**config.mk**
```make
export PLATFORM = sky130hd
export DESIGN_NAME = inst_fetch
export DESIGN_NICKNAME = d
export VERILOG_FILES = /design/src/rtl/inst_fetch.sv
export SDC_FILE = /design/constraint.sdc
export NUM_CORES = 1
export LEC_CHECK = 0
export ABC_AREA = 1
export BUFFER_PORTS_ARGS = -buffer_cell sky130_fd_sc_hd__buf_2
export CORE_MARGIN = 1
export CORE_UTILIZATION = 30
export CTS_CLUSTER_DIAMETER = 150
export DETAILED_ROUTE_END_ITERATION = 16
export SYNTH_ARGS = -nofsm -noshare
export SYNTH_HDL_FRONTEND = slang
export SYNTH_SLANG_ARGS = --single-unit
export TNS_END_PERCENT = 5
```
**constraint.sdc**
```tcl
create_clock -name clk -period 5.42 [get_ports clk]
set_input_delay 0.271 -clock clk [delete_from_list [all_inputs] [get_ports clk]]
set_output_delay 0.271 -clock clk [all_outputs]
set_load 0.01 [all_outputs]
```
**src/rtl/inst_fetch.sv**
```systemverilog
// rtl/inst_fetch.sv - byte-serial instruction fetch unit with hold, stall and redirect handling
// Assembles 32-bit little-endian instructions from an 8-bit memory port.
module inst_fetch (
    input  logic        clk,
    input  logic        rst,
    input  logic        stall_i,
    input  logic        branch_flag_i,
    input  logic [31:0] branch_target_addr_i,
    output logic        mem_req_o,
    output logic [31:0] mem_addr_o,
    input  logic [7:0]  mem_data_i,
    input  logic        mem_ack_i,
    output logic [31:0] pc_o,
    output logic [31:0] inst_o,
    output logic        inst_valid_o,
    output logic        stallreq_o
);

    typedef enum logic [1:0] {
        FETCH = 2'd0,
        HOLD  = 2'd1,
        FLUSH = 2'd2
    } state_e;

    state_e      state_q, state_d;
    logic [1:0]  cnt_q, cnt_d;
    logic [31:0] fpc_q, fpc_d;
    logic [31:0] tgt_q, tgt_d;
    logic [31:0] pc_q, pc_d;
    logic [31:0] inst_q, inst_d;
    logic [31:0] flush_tgt;

    always_ff @(posedge clk) begin
        if (rst) begin
            state_q <= FETCH;
            cnt_q   <= 2'd0;
            fpc_q   <= 32'h0;
            tgt_q   <= 32'h0;
            pc_q    <= 32'h0;
            inst_q  <= 32'h0;
        end else begin
            state_q <= state_d;
            cnt_q   <= cnt_d;
            fpc_q   <= fpc_d;
            tgt_q   <= tgt_d;
            pc_q    <= pc_d;
            inst_q  <= inst_d;
        end
    end

    always_comb begin
        state_d = state_q;
        case (state_q)
            FETCH: begin
                if (branch_flag_i && !mem_ack_i) begin
                    state_d = FLUSH;
                end else if (branch_flag_i) begin
                    state_d = FETCH;
                end else if (mem_ack_i && cnt_q == 2'd3) begin
                    state_d = HOLD;
                end
            end
            HOLD: begin
                if (branch_flag_i || !stall_i) begin
                    state_d = FETCH;
                end
            end
            FLUSH: begin
                if (mem_ack_i) begin
                    state_d = FETCH;
                end
            end
            default: state_d = FETCH;
        endcase
    end

    // A redirect arriving in the same cycle as the flush ack still wins.
    assign flush_tgt = branch_flag_i ? branch_target_addr_i : tgt_q;

    always_comb begin
        cnt_d  = cnt_q;
        fpc_d  = fpc_q;
        tgt_d  = tgt_q;
        pc_d   = pc_q;
        inst_d = inst_q;
        case (state_q)
            FETCH: begin
                if (branch_flag_i) begin
                    if (mem_ack_i) begin
                        fpc_d = branch_target_addr_i;
                        cnt_d = 2'd0;
                    end else begin
                        tgt_d = branch_target_addr_i;
                    end
                end else if (mem_ack_i) begin
                    inst_d[{cnt_q, 3'b000} +: 8] = mem_data_i;
                    cnt_d = cnt_q + 2'd1;
                    if (cnt_q == 2'd3) begin
                        pc_d = fpc_q;
                    end
                end
            end
            HOLD: begin
                if (branch_flag_i) begin
                    fpc_d = branch_target_addr_i;
                    cnt_d = 2'd0;
                end else if (!stall_i) begin
                    fpc_d = fpc_q + 32'd4;
                    cnt_d = 2'd0;
                end
            end
            FLUSH: begin
                if (mem_ack_i) begin
                    fpc_d = flush_tgt;
                    cnt_d = 2'd0;
                end else begin
                    tgt_d = flush_tgt;
                end
            end
            default: begin
                cnt_d = 2'd0;
            end
        endcase
    end

    always_comb begin
        mem_req_o    = !rst && (state_q == FETCH || state_q == FLUSH);
        mem_addr_o   = fpc_q + {30'b0, cnt_q};
        inst_valid_o = !rst && (state_q == HOLD);
        stallreq_o   = ~inst_valid_o;
        pc_o         = pc_q;
        inst_o       = inst_q;
    end

endmodule

```
Word level (Yosys, flattened, before mapping) --
Cells that the tools add are included.
Storage, ports and cells: register bits 132, bits of input ports 45, output and inout port bits 99, word-level logic and storage cells 68
Operators by class: $add $sub $neg 4, equality and inequality tests 12, shifts and indexed selects 2, multiplexer cells 24, bitwise operators 2, reduce and logical (&&, ||, !) cells 18
Operators with widths (number):
- $mux W32 | 9
- $pmux W32 S3 | 1
- $pmux W32 S2 | 1
- $add A32 B2 Y32 | 1
- $add A32 B3 Y32 const B | 1
- $bwmux W32 | 1
- $shift A8 B7 Y32 const A | 1
- $shiftx A8 B7 Y32 | 1
- $mux W2 | 10
- $ne A2 B2 Y1 const B | 6
- $pmux W2 S3 | 2
- $reduce_and A4 Y1 | 2
- $neg A5 Y7 | 1
- $ne A3 B3 Y1 const B | 2
- $reduce_and A3 Y1 | 2
- $reduce_and A5 Y1 | 1
- $eq A2 B2 Y1 const B | 2
- $logic_and A1 B1 Y1 | 4
- $ne A4 B4 Y1 const B | 1
- $logic_not A1 Y1 | 3
- $reduce_bool A3 Y1 | 1
- $add A2 B1 Y2 const B | 1
- $eq A2 B1 Y1 const B | 1
- $logic_not A2 Y1 | 1
- 4 further kinds | 6

Longest topological paths before layout --
depth in word-level cells 6, depth in mapped cells 14, mapped depth without buffers 13

Least setup slack after synthesis --
No wires, ideal clock.
kind flip-flop to output port, start point reg cnt_q[0], end point out mem_addr_o[24], arrival 1944 ps, data required time 5149 ps, path slack 3205 ps, stages on the path, launching flop included 10, buffers on the path 1, cells stage by stage dfxtp_1 -> ha_1 -> inv_1 -> fa_1 -> clkbuf_1 -> nor2_2 -> nand2_1 -> nor3_2 -> nand2_1 -> xor2_1
On the way: cells in the longest elaborated chain, start to end 1
RTL lines:
- start, declared | RTL line 26 | logic [1:0] cnt_q, cnt_d;
- start signal, assigned | RTL line 43 | cnt_q <= cnt_d;
- $add A32 B2 Y32 | RTL line 128 | mem_addr_o = fpc_q + {30'b0, cnt_q};
- end, declared | RTL line 10 | output logic [31:0] mem_addr_o,
Every way passes these cells.

Worst setup path in the final report --
start point reg state_q[0], end point reg fpc_q[15]
On the way: cells in the longest elaborated chain, start to end 3, elaborated cells between the ends (all ways) 10, those cells by class eq/ne (6); mux (1); reduce/logical (3)
RTL lines:
- start, declared | RTL line 25 | state_e state_q, state_d;
- start signal, assigned | RTL line 42 | state_q <= state_d;
- $eq A2 B1 Y1 (tied with other cells) | RTL line 86 | case (state_q)
- $ne A3 B3 Y1 (no source line) (tied with other cells)
- $reduce_and A5 Y1 (no source line)
- end signal, assigned | RTL line 44 | fpc_q <= fpc_d;
- end, declared | RTL line 27 | logic [31:0] fpc_q, fpc_d;
Parallel ways exist; a longest one is shown, timed or not. A chain may end at the register's enable or synchronous reset.

==> results.cfg <==
[outcome]
outcome = finished, final reports clean

[yosys]
ys_ff_latch = 132
synthFlopType = dfxtp_1
syn_inst = 1175
ys_types = 44
synth.avg_cell_area_um2 = 6.51
synth_edf_count = 0
syn-num-nets = 1233
yosys_warnings = 0
async_flop_share_pct = 0
mappedNetlistArea_um2 = 7650
synth_seq_area_share_pct = 34.6

[setup_path]
critPathCaptureType = flip-flop
crit_required_ns = 5.70
arrival_ns = 3.58
worstSetupPathType = flip-flop to flip-flop
start_kind = flip-flop
worstPathMaxFanout = 34

[cts]
clockRootBuffer = clkbuf_16
ctsHtreeMaxLevel = 4
cts_sinks = 132
cts_tree = built
cts_buffers = 17
cts_setup_buffers = 0
clock_path_buffers = 2
clk_pin_slew_ns = 0.07
cts_hold_buf = 0
post_cts_resized = 0
insertion_delay_ns = 0.43

[route]
drc = 0
ant_nets = 0
vias = 7904
finalWirelength_um = 24800
vias_per_cell = 4.91
wl_per_cell_um = 15.4
dr.pass1.iters = 5
drtIter0Drc = 676

[sta]
slew_headroom_pct = 20.8
drv_slew = 0
hold_viol_final = 0
rsz0062_at_grt = no
setup_viol = 0
max_slew.worst_pin.slew_ns = 1.19
fin_setup_tns_ns = 0
finalClockSkew_ns = 0.00644
fin_crit_ns = 3.30
finalCritPeriodShare_pct = 60.9
timing.fmax_mhz = 303

[power]
p_per_area_nw_per_um2 = 345
ir_drop_mv = 0.208
leakagePower_nw = 3.90

[placement]
dp_cells = 1579
post-dp-hpwl_um = 17700
portBuffers = 143
gpl.final_weighted_congestion = 0.890

[final_layout]
instances_no_fill = 1611
area_growth_pct = 18.3
diodes = 0
nFillCells = 2764
layout-drive-gt1-share_pct = 17.1
nets = 1326

[die]
die_area_um2 = 26100
initial_utilization_pct = 30.5
io_pins = 144
rows = 58
coreArea_um2 = 25100
die_y_um = 162
fp.dieW_um = 162

[global_routing]
grt_max_degree = 72
grt_pass1_wl_um = 39000
grt_pass1_vias = 7062
grt_usage_pct = 18.9
overflow = 0
antenna_found_initial = 2

[worst_hold_path]
hp-class = input pin to flip-flop

[run]
maxCapViolations = 0
-- power by group --
part	switching, mW	total (mW)	internal (mW)	leakage (nW)
logic	0.513	0.773	0.260	2.54
registers	0.121	1.18	1.06	1.08
clock network	0.512	1.17	0.653	0.284
total	1.15	3.12	1.98	3.90
-- routing by layer --
metal | share of wire (%) | GRT usage, %
met1 | 49 | 27.8
met2 | 42 | 27.8
met3 | 6.6 | 3.17
met4 | 1.8 | 6.13
met5 | 0.12 | 0
-- critical path: stages (launching register included) --
cell     delay, ns
dfxtp_1       0.39
inv_1         0.08
ha_1          1.08
inv_1         0.84
or2_2         0.52
o21ai_0       0.16
a21oi_1       0.08
-- state kept, by name, indices dropped and copies added (netlist names) --
register,count
fpc_q,32
inst_o,32
state_q,2
cnt_q,2
tgt_q,32
pc_o,32
-- layout make-up --
cell class	count	area [um2]	share of cell area [%]
clock buffer	17	425	4.70
clock inverter	15	165	1.83
inverter	62	240	2.66
multi-input combinational	906	4400	48.6
sequential	132	2640	29.2
tap	330	413	4.56
timing repair buffer	149	761	8.41
-- layout by cell type, fill, tap and decap left out, types with 4 or more instances in the layout --
master	count
nor2_1	152
o21ai_0	87
inv_6	6
nor2_2	13
o211a_1	4
a21oi_1	193
inv_1	57
ha_1	12
dfxtp_1	132
o21ai_1	5
o31ai_1	5
buf_2	143
nand3_1	35
a31oi_1	4
buf_4	6
or3_1	4
xnor2_1	4
nor2_4	5
nor3_1	6
nand4_1	13
or2_2	6
nand2_1	304
clkbuf_16	17
xor2_1	33
-- path summary, 6_finish.rpt --
kind | from | endpoint | slack, ns | cells past startpoint
worst max-delay path | state_q[0] | fpc_q[15] | 2.12 | 6
worst min-delay path | mem_data_i[7] | inst_o[23] | 0.14 | 3
worst max register to register | state_q[0] | fpc_q[15] | 2.12 | 6
worst min register to register | inst_o[13] | inst_o[13] | 0.46 | 2
-- cells in the mapped netlist, types with 7 or more instances --
library cell	count	area, um2
a21oi_1	193	966
buf_2	20	100
buf_4	7	52.6
clkbuf_1	42	158
dfxtp_1	132	2640
ha_1	12	150
inv_1	57	214
nand2_1	304	1140
nand3_1	35	175
nand4_1	13	81.3
nor2_1	152	571
nor2_2	13	81.3
o21ai_0	87	435
xor2_1	33	289
-- stage by stage --
step	hold slack [ns]	area [um2]	total power [mW]	utilization [%]	worst slack, ns
floorplan	0.432	7650	1.74	-	3.20
global placement	0.451	8460	1.96	33.7	2.23
detailed placement	0.453	8460	1.97	33.7	2.14
CTS	0.119	9050	3.14	36.0	2.14
global route	0.142	9050	3.30	36.0	1.85
finish	0.136	9050	3.12	36.0	2.12
-- logic make-up after synthesis --
family | synth area share, %
AO/OA/AOI/OAI | 20.9
XOR/XNOR | 4.24
adder cells (fa/ha/maj) | 2.23
buffers and inverters | 7.90
flip-flops | 34.6
AND/OR/NAND/NOR | 30.2
(Power assumes the default switching activity.)
